===== src/rtl/spram_arbiter.sv =====
// Two-port arbiter/sequencer in front of a single-port framebuffer SPRAM.
// Port A (scanout) has priority; a starvation counter guarantees port B progress.
module spram_arbiter #(
  parameter int DATA_W       = 8,
  parameter int ADDR_W       = 17,
  parameter int DEPTH        = 49152,
  parameter int STARVE_LIMIT = 8
) (
  input  logic              clk,
  input  logic              reset_n,
  input  logic              a_req,
  input  logic [ADDR_W-1:0] a_addr,
  output logic              a_gnt,
  output logic              a_rvalid,
  output logic [DATA_W-1:0] a_rdata,
  input  logic              b_req,
  input  logic              b_we,
  input  logic [ADDR_W-1:0] b_addr,
  input  logic [DATA_W-1:0] b_wdata,
  output logic              b_gnt,
  output logic              b_rvalid,
  output logic [DATA_W-1:0] b_rdata,
  output logic              err,
  output logic [ADDR_W-1:0] mem_addr,
  output logic [DATA_W-1:0] mem_w_data,
  output logic              mem_w_en,
  input  logic [DATA_W-1:0] mem_r_data
);

  localparam logic [ADDR_W:0] DEPTH_X = (ADDR_W+1)'(DEPTH);
  localparam logic [7:0]      LIMIT   = 8'(STARVE_LIMIT);
  localparam logic            PORT_A  = 1'b0;

  typedef struct packed {
    logic valid;
    logic port;
    logic oor;
  } tag_t;

  logic [7:0]        starve_cnt;
  logic              override;
  logic              a_in_range;
  logic              b_in_range;
  logic              gnt_any;
  logic              gnt_read;
  logic              gnt_oor;
  logic [ADDR_W-1:0] gnt_addr;
  tag_t              tag_s1;
  tag_t              tag_s2;

  // Handshake: a requester raises req and holds its command stable; gnt in the
  // same cycle means the command is taken at the next posedge. Dropping req
  // before gnt withdraws the request. Read data returns two cycles after gnt,
  // qualified by that port's rvalid.
  assign override   = (starve_cnt == LIMIT) && b_req;
  assign a_gnt      = reset_n && a_req && !override;
  assign b_gnt      = reset_n && b_req && (!a_req || override);
  assign a_in_range = {1'b0, a_addr} < DEPTH_X;
  assign b_in_range = {1'b0, b_addr} < DEPTH_X;

  assign gnt_any  = a_gnt | b_gnt;
  assign gnt_read = a_gnt | (b_gnt & ~b_we);
  assign gnt_addr = b_gnt ? b_addr : a_addr;
  assign gnt_oor  = b_gnt ? !b_in_range : !a_in_range;

  always_ff @(posedge clk or negedge reset_n) begin
    if (!reset_n) begin
      starve_cnt <= '0;
    end else if (b_req && !b_gnt) begin
      if (starve_cnt != LIMIT) starve_cnt <= starve_cnt + 8'd1;
    end else begin
      starve_cnt <= '0;
    end
  end

  always_ff @(posedge clk or negedge reset_n) begin
    if (!reset_n) begin
      mem_addr   <= '0;
      mem_w_data <= '0;
      mem_w_en   <= 1'b0;
      err        <= 1'b0;
    end else begin
      if (gnt_any) begin
        mem_addr   <= gnt_addr;
        mem_w_data <= b_wdata;
      end
      mem_w_en <= b_gnt && b_we && b_in_range;
      err      <= gnt_any && gnt_oor;
    end
  end

  // Stage 2 lines up with the SPRAM's registered read data.
  always_ff @(posedge clk or negedge reset_n) begin
    if (!reset_n) begin
      tag_s1 <= '0;
      tag_s2 <= '0;
    end else begin
      tag_s1 <= '{valid: gnt_read, port: b_gnt, oor: gnt_oor};
      tag_s2 <= tag_s1;
    end
  end

  assign a_rvalid = tag_s2.valid && (tag_s2.port == PORT_A);
  assign b_rvalid = tag_s2.valid && (tag_s2.port != PORT_A);
  assign a_rdata  = (a_rvalid && !tag_s2.oor) ? mem_r_data : '0;
  assign b_rdata  = (b_rvalid && !tag_s2.oor) ? mem_r_data : '0;

endmodule


===== config.mk =====
export PLATFORM = sky130hd
export DESIGN_NAME = spram_arbiter
export DESIGN_NICKNAME = d
export VERILOG_FILES = /design/src/rtl/spram_arbiter.sv
export SDC_FILE = /design/constraint.sdc
export NUM_CORES = 1
export LEC_CHECK = 0
export CAP_MARGIN = 20
export CORE_MARGIN = 4
export CORE_UTILIZATION = 41
export CTS_CLUSTER_SIZE = 30
export DETAILED_ROUTE_END_ITERATION = 16
export HOLD_SLACK_MARGIN = 0.12
export PLACE_DENSITY = 0.83
export SYNTH_ARGS = -nofsm -noshare
export SYNTH_HDL_FRONTEND = slang
export SYNTH_SLANG_ARGS = --single-unit

===== constraint.sdc =====
create_clock -name clk -period 3.1 [get_ports clk]
set_clock_uncertainty 0.05 [all_clocks]
set_input_delay 0.62 -clock clk [delete_from_list [all_inputs] [get_ports clk]]
set_output_delay 0.62 -clock clk [all_outputs]
set_load 0.01 [all_outputs]

Word level (Yosys, flattened, before mapping) --
Index checks and enable logic that the tools add are counted.
Cells by class: multipliers 0, mux-type cells 6, equal/unequal tests 3, $lt $le $gt $ge 2, divide/modulo/power cells 0, shifts and indexed selects 0, add/sub/neg operators 1, reduce and logical (&&, ||, !) cells 20, bitwise gates (word level) 5
Operators by type and width (count):
- $lt A17 B16 Y1 const B | 2
- $mux W8 | 4
- $mux W17 | 1
- $logic_and A1 B1 Y1 | 13
- $add A8 B1 Y8 const B | 1
- $eq A8 B4 Y1 const B | 1
- $ne A8 B4 Y1 const B | 1
- $logic_not A1 Y1 | 6
- $ne A2 B1 Y1 const B | 1
- $not A1 Y1 | 2
- $or A1 B1 Y1 | 2
- $and A1 B1 Y1 | 1
- $logic_or A1 B1 Y1 | 1
- $mux W1 | 1
Storage, ports and cells: memories 0, ROM bits 0, bits in registers 41, memory bits (writable) 0, latch bits 0, input bits 55, logic and storage cells 48

Logic depth before layout (Yosys ltp) --
Gate-level depths: netlist (run 1).
word-level depth 7, gate-level depth with buffers 8, depth with buffers taken out 6

Worst setup path after synthesis (run 1) --
Ideal clock, no wire load.
path kind register to output, start point reg starve_cnt[0], end point out b_gnt, cell stages (with the launch flop) 7, slack 0.685 ns, arrival time 1.745 ns, cell sequence dfrtp_1 -> inv_1 -> ha_1 -> or4b_1 -> or3_1 -> buf_6 -> a21oi_2
Between the ends: longest elaborated chain between the ends 4
RTL lines:
- start: declaration | line 40 | logic [7:0] starve_cnt;
- start signal: assignment | line 70 | if (starve_cnt != LIMIT) starve_cnt <= starve_cnt + 8'd1;
- $eq A8 B4 Y1 | line 55 | assign override = (starve_cnt == LIMIT) && b_req;
- $logic_and A1 B1 Y1 | line 55
- $logic_or A1 B1 Y1 | line 57 | assign b_gnt = reset_n && b_req && (!a_req || override);
- $logic_and A1 B1 Y1 | line 57
- end: declaration | line 20 | output logic b_gnt,
No other way between the ends.

Worst setup path after layout (run 1) --
Same ends and word-level chain as after synthesis.

==> impl_metrics.py, run 1 <==
metrics = {
    "place": {
        "numPortBuffers": 101,
        "pre_cts_slack_ps": 227.0,
        "place_congestion": 0.7522,
        "place_hpwl_mm": 4.735,
        "placed_area_sq_um": 3256,
    },
    "finish": {
        "mostFrequentLayoutCell": "clkdlybuf4s50_1",
        "drive_gt1_share_pct": 9.697,
        "mostFrequentLayoutCells": "clkdlybuf4s50_1, dfrtp_1, nor3_1",
        "finalNetCount": 386,
        "area_delta_synth_final_pct": 57.08,
        "diodes": 0,
        "design_area_sq_um": 3371,
    },
    "synth": {
        "synth_area_sq_um": 2146,
        "ys_dominant_reg_cell": "dfrtp_1",
        "seq_area_frac_synth_pct": 47.81,
        "syn_nets": 282,
        "synth_seq_cells": 41,
        "yosysWarningCount": 0,
        "syn_inst": 225,
        "synth.avg_cell_area_sq_um": 9.537,
        "synthArstFlopShare_pct": 100.0,
        "ys_types": 34,
        "synth_edf_count": 0,
    },
    "floorplanning": {
        "ioPinCount": 102,
        "num_rows": 26,
        "die_x_um": 80.35,
        "start_util_pct": 42.28,
        "core_area_sq_um": 5075,
        "fp.dieH_um": 80.35,
        "die_area_sq_um": 6455,
    },
    "routing": {
        "vias": 2205,
        "wirelength_mm": 6.472,
        "ant_nets": 0,
        "drt_first_pass_iters": 4,
        "drt_iter0_markers": 162,
        "post_drt_wl_per_cell_um": 16.18,
        "via_per_inst": 5.513,
        "route.detailed.drc": 0,
    },
    "clock_network": {
        "postCtsHoldBufs": 0,
        "path_clk_slew_ps": 70,
        "cts.path.max_buffers": 2,
        "clk_latency_ps": 290,
        "cts_made_buffers": 5,
        "clockRootBuffer": "clkbuf_8",
        "htreeDepth": 2,
        "clkSinkCount": 41,
        "post_cts_buffers": 0,
        "cts_tree": "done",
        "post_cts_resized": 1,
    },
    "sta": {
        "finalSetupTns_ps": 0,
        "maxSlewViolCount": 0,
        "min_period_over_period_pct": 93.31,
        "whs_ps": 300.0,
        "fin_ws_ps": 207.4,
        "clock.fmax_mhz": 345.7,
        "period_needed_ps": 2893,
        "tightest_slew_ps": 693.7,
        "slew-limit-headroom_pct": 53.65,
        "hold_viol_final": 0,
        "setup_viol": 0,
        "rsz0062_at_grt": "no",
    },
    "hold_path": {
        "min_path_type": "flip-flop to flip-flop",
    },
    "critical_path": {
        "critical_path_class": "flip-flop to primary output",
        "end_kind": "primary output",
        "crit_required_ps": 2430,
        "path_max_fanout": 5,
        "critPathLaunchType": "flip-flop",
        "crit_arrival_ps": 2220,
    },
    "global_routing": {
        "overflow": 0,
        "grt_max_degree": 34,
        "antenna_found_initial": 0,
        "grt_use_total_pct": 21.10,
        "grt_pass1_vias": 2276,
        "grt_pass1_wl_mm": 10.68,
    },
    "job": {
        "drv_cap": 0,
    },
    "pwr": {
        "peakVddDrop_mv": 0.2154,
        "cellPowerDensity_nw_per_um2": 418.3,
        "p_leak_uw": 0.001332,
    },
    "status": {
        "status": "completed",
    },
}
## layer usage
| layer | global-route usage [%] | up-vias | part of all wire, % |
|---|---|---|---|
| li1 | - | 1038 | - |
| met1 | 25.04 | 1058 | 39 |
| met2 | 37.09 | 101 | 51 |
| met3 | 5.942 | 8 | 8.7 |
| met4 | 5.912 | 0 | 0.93 |
| met5 | 0 | - | 0 |
## registers in the layout (all words and copies together), names as in the netlist
register and flops:
tag_s2 3, starve_cnt 8, mem_w_data 8, err 1, tag_s1 3, mem_addr 17, mem_w_en 1
## cell usage after synthesis, types with 2 or more instances
cell type  number  area share (%)
dfrtp_1        41              48
nor3_1         36             8.4
nor2_1         25             4.4
a2111oi_0      17             6.9
and2_1         17             5.0
o22ai_1        17             5.0
clkbuf_1        9             1.6
mux2_2          8             4.2
nand2_1         6             1.0
nand3_1         6             1.4
buf_2           5             1.2
a21oi_1         4            0.93
inv_1           4            0.70
nand2b_1        3            0.87
xnor2_1         3             1.2
xor2_1          3             1.2
and3_1          2            0.58
buf_6           2             1.0
ha_1            2             1.2
## metrics by stage
stage	total power (uW)	utilization, %	instances
floorplan	755.0	-	225
global placement	978.4	64.15	392
detailed placement	988.6	64.15	392
CTS	1426	66.42	400
global route	1492	66.42	400
finish	1410	66.42	400
## power by group
part	internal, uW	switching (uW)	total (uW)
registers	590	31.0	621
clock network	262	172	434
logic	208	147	355
total	1060	350	1410
## final cells by class
class | instances | area [sq um]
tap | 70 | 87.58
multi-input combinational | 164 | 1031
timing repair buffer | 113 | 1095
clock buffer | 7 | 86.33
inverter | 4 | 15.01
clock inverter | 1 | 30.03
fill | 432 | 1704
sequential | 41 | 1026
## final timing paths
check	startpoint	end	slack [ps]	cells past startpoint
min	tag_s1[1]$_DFF_PN0_	tag_s2[1]$_DFF_PN0_	300	0
max reg2reg	starve_cnt[0]$_DFFE_PN0P_	err$_DFF_PN0_	780	7
min in group asynchronous	reset_n	starve_cnt[0]$_DFFE_PN0P_	330	2
max	starve_cnt[0]$_DFFE_PN0P_	b_gnt	210	6
min reg2reg	tag_s1[1]$_DFF_PN0_	tag_s2[1]$_DFF_PN0_	300	0
max in group asynchronous	reset_n	mem_addr[4]$_DFFE_PN0P_	2410	2
## logic make-up after synthesis
kind of cell | synth area share [%]
AOI/OAI and AO/OA | 15.69
buffers and inverters | 4.489
xor gates and xnor gates | 2.449
muxes | 4.665
and+or+nand+nor | 23.73
DFF | 47.81
adders and majority gates | 1.166
## worst max-delay path, stage by stage, from the launching register on
cell	delay, ps
dfrtp_1	420
inv_1	80
ha_1	130
or4b_1	460
or3_1	400
a21oi_2	160
dlygate4sd2_1	290
No activity file was read; power rests on OpenSTA's default activity.
==> run 2: changes to the inputs <==
- REMOVE_ABC_BUFFERS: not set -> 1
==> run 2 against run 1 <==
Clock-buffer cell count unchanged. Critical path type unchanged. Worst setup slack worse by 89 ps. Critical endpoint unchanged. Hold slack worse by 19 ps. Highest routed layer unchanged.
==> impl_metrics.py, run 2 (synthesis gave the netlist of run 1 again) <==
metrics = {
    "status": {
        "status": "completed",
    },
    "global_routing": {
        "grt_use_total_pct": 20.31,
        "grt_busiest_layer": "met2",
        "antenna_found_initial": 0,
        "grtUsageMet1_pct": 22.96,
        "grt_pass1_wl_mm": 10.27,
        "grtUsageMet2_pct": 36.09,
        "grt_pass1_vias": 2188,
        "grt_util_met3_pct": 4.821,
        "overflow": 0,
        "grt_max_degree": 43,
    },
    "critical_path": {
        "path_max_fanout": 5,
        "critical_path_class": "flip-flop to primary output",
        "timing.rr.end": "tag_s1[2]$_DFF_PN0_",
        "crit_required_ps": 2430,
        "end_kind": "primary output",
        "r2r_slack_ps": 810,
        "r2r_start": "starve_cnt[0]$_DFFE_PN0P_",
        "crit_arrival_ps": 2310,
        "ff2ff_path_depth": 7,
        "critPathLaunchType": "flip-flop",
    },
    "clock_network": {
        "clockRootBuffer": "clkbuf_8",
        "clk_latency_ps": 290,
        "cts_made_buffers": 5,
        "postCtsHoldBufs": 0,
        "cts_tree": "done",
        "clkSinkCount": 41,
        "path_clk_slew_ps": 80,
        "htreeDepth": 2,
        "cts.path.max_buffers": 2,
    },
    "sta": {
        "hold_viol_final": 0,
        "clock.fmax_mhz": 335.4,
        "fin_ws_ps": 118.5,
        "setup_viol": 0,
        "min_period_over_period_pct": 96.18,
        "tightest_slew_ps": 663.3,
        "maxSlewViolCount": 0,
        "slew-limit-headroom_pct": 55.68,
        "period_needed_ps": 2982,
    },
    "finish": {
        "area_delta_synth_final_pct": 56.38,
        "mostFrequentLayoutCell": "clkdlybuf4s50_1",
        "largest_reg_flops": 17,
        "mostFrequentLayoutCells": "clkdlybuf4s50_1, dfrtp_1, nor3_1",
        "top_regs": "mem_addr x17, mem_w_data x8, starve_cnt x8",
        "max_flop_register": "mem_addr",
        "drive_gt1_share_pct": 10.00,
        "finalNetCount": 386,
        "diodes": 0,
    },
    "floorplanning": {
        "die_x_um": 80.35,
        "die_area_sq_um": 6455,
        "start_util_pct": 42.28,
        "fp.dieH_um": 80.35,
        "num_rows": 26,
        "core_area_sq_um": 5075,
        "ioPinCount": 102,
    },
    "place": {
        "place_hpwl_mm": 4.880,
        "pre_cts_slack_ps": 166.4,
        "place_congestion": 0.8593,
        "numPortBuffers": 101,
    },
    "pwr": {
        "p_leak_uw": 0.001328,
        "cellPowerDensity_nw_per_um2": 404.4,
        "peakVddDrop_mv": 0.2293,
        "fin_total_pwr_uw": 1357,
    },
    "routing": {
        "drt_first_pass_iters": 4,
        "ant_nets": 0,
        "post_drt_wl_per_cell_um": 16.41,
        "route.detailed.drc": 0,
        "via_per_inst": 5.565,
        "wirelength_mm": 6.565,
        "drt_iter0_markers": 189,
        "vias": 2226,
    },
    "job": {
        "drv_cap": 0,
    },
    "hold_path": {
        "min_path_type": "input pin to async pin",
    },
}
==> run 2: worst max-delay path by stage <==
| stage | slack [ps] | from | endpoint | depth (start not counted) |
|---|---|---|---|---|
| floorplan | 20 | starve_cnt[0]$_DFFE_PN0P_ | a_gnt | 5 |
| global placement | 190 | starve_cnt[0]$_DFFE_PN0P_ | b_gnt | 6 |
| detailed placement | 170 | starve_cnt[0]$_DFFE_PN0P_ | b_gnt | 6 |
| CTS | 110 | starve_cnt[0]$_DFFE_PN0P_ | b_gnt | 6 |
| global route | -1 | starve_cnt[0]$_DFFE_PN0P_ | b_gnt | 6 |
| finish | 120 | starve_cnt[0]$_DFFE_PN0P_ | b_gnt | 6 |
==> run 2: worst max-delay path, stage by stage (launching register included) <==
cell           delay [ps]
dfrtp_1               430
inv_1                  80
ha_1                  130
or4b_1                470
or3_1                 400
a21oi_2               220
dlygate4sd2_1         290
==> run 2: layout make-up <==
cell class              count  area (sq um)
well taps                  70         87.58
inverters                   4         15.01
multi-input cells         164          1031
flip-flops and latches     41          1026
clock buffers               7         96.34
repair buffers            113          1095
clock inverters             1         5.005
fillers                   438          1719
==> run 2: metrics by stage <==
| step | TNS (ps) | util (%) | cell area, sq um | hold WS [ps] | cells |
|---|---|---|---|---|---|
| detailed placement | 0 | 64.00 | 3248 | 287.1 | 391 |
| CTS | 0 | 65.98 | 3348 | 275.6 | 399 |
| floorplan | 0 | - | 2064 | 274.4 | 209 |
| global placement | 0 | 64.00 | 3248 | 282.5 | 391 |
| global route | -1.486 | 66.12 | 3356 | 301.1 | 400 |
| finish | 0 | 66.12 | 3356 | 281.0 | 400 |
==> run 2: routing by layer <==
| layer | up-vias | routed length (um) |
|---|---|---|
| met2 | 114 | 3157 |
| met5 | - | 0 |
| li1 | 1043 | - |
| met1 | 1050 | 2608 |
| met4 | 0 | 210 |
| met3 | 19 | 589 |
==> run 2: what timing repair did <==
action / 4_1_cts / 5_1_grt
gates resized for setup: 1 / 0
cloned: 0 / 0
buffers inserted: 0 / 1
pin swaps: 0 / 1
setup endpoints to repair: 1 / 1
==> run 2: power breakdown <==
| group | total (uW) | switching [uW] | internal (uW) |
|---|---|---|---|
| clock | 381 | 180 | 201 |
| combinational | 357 | 149 | 208 |
| sequential | 619 | 30.0 | 590 |
| total | 1360 | 358 | 999 |
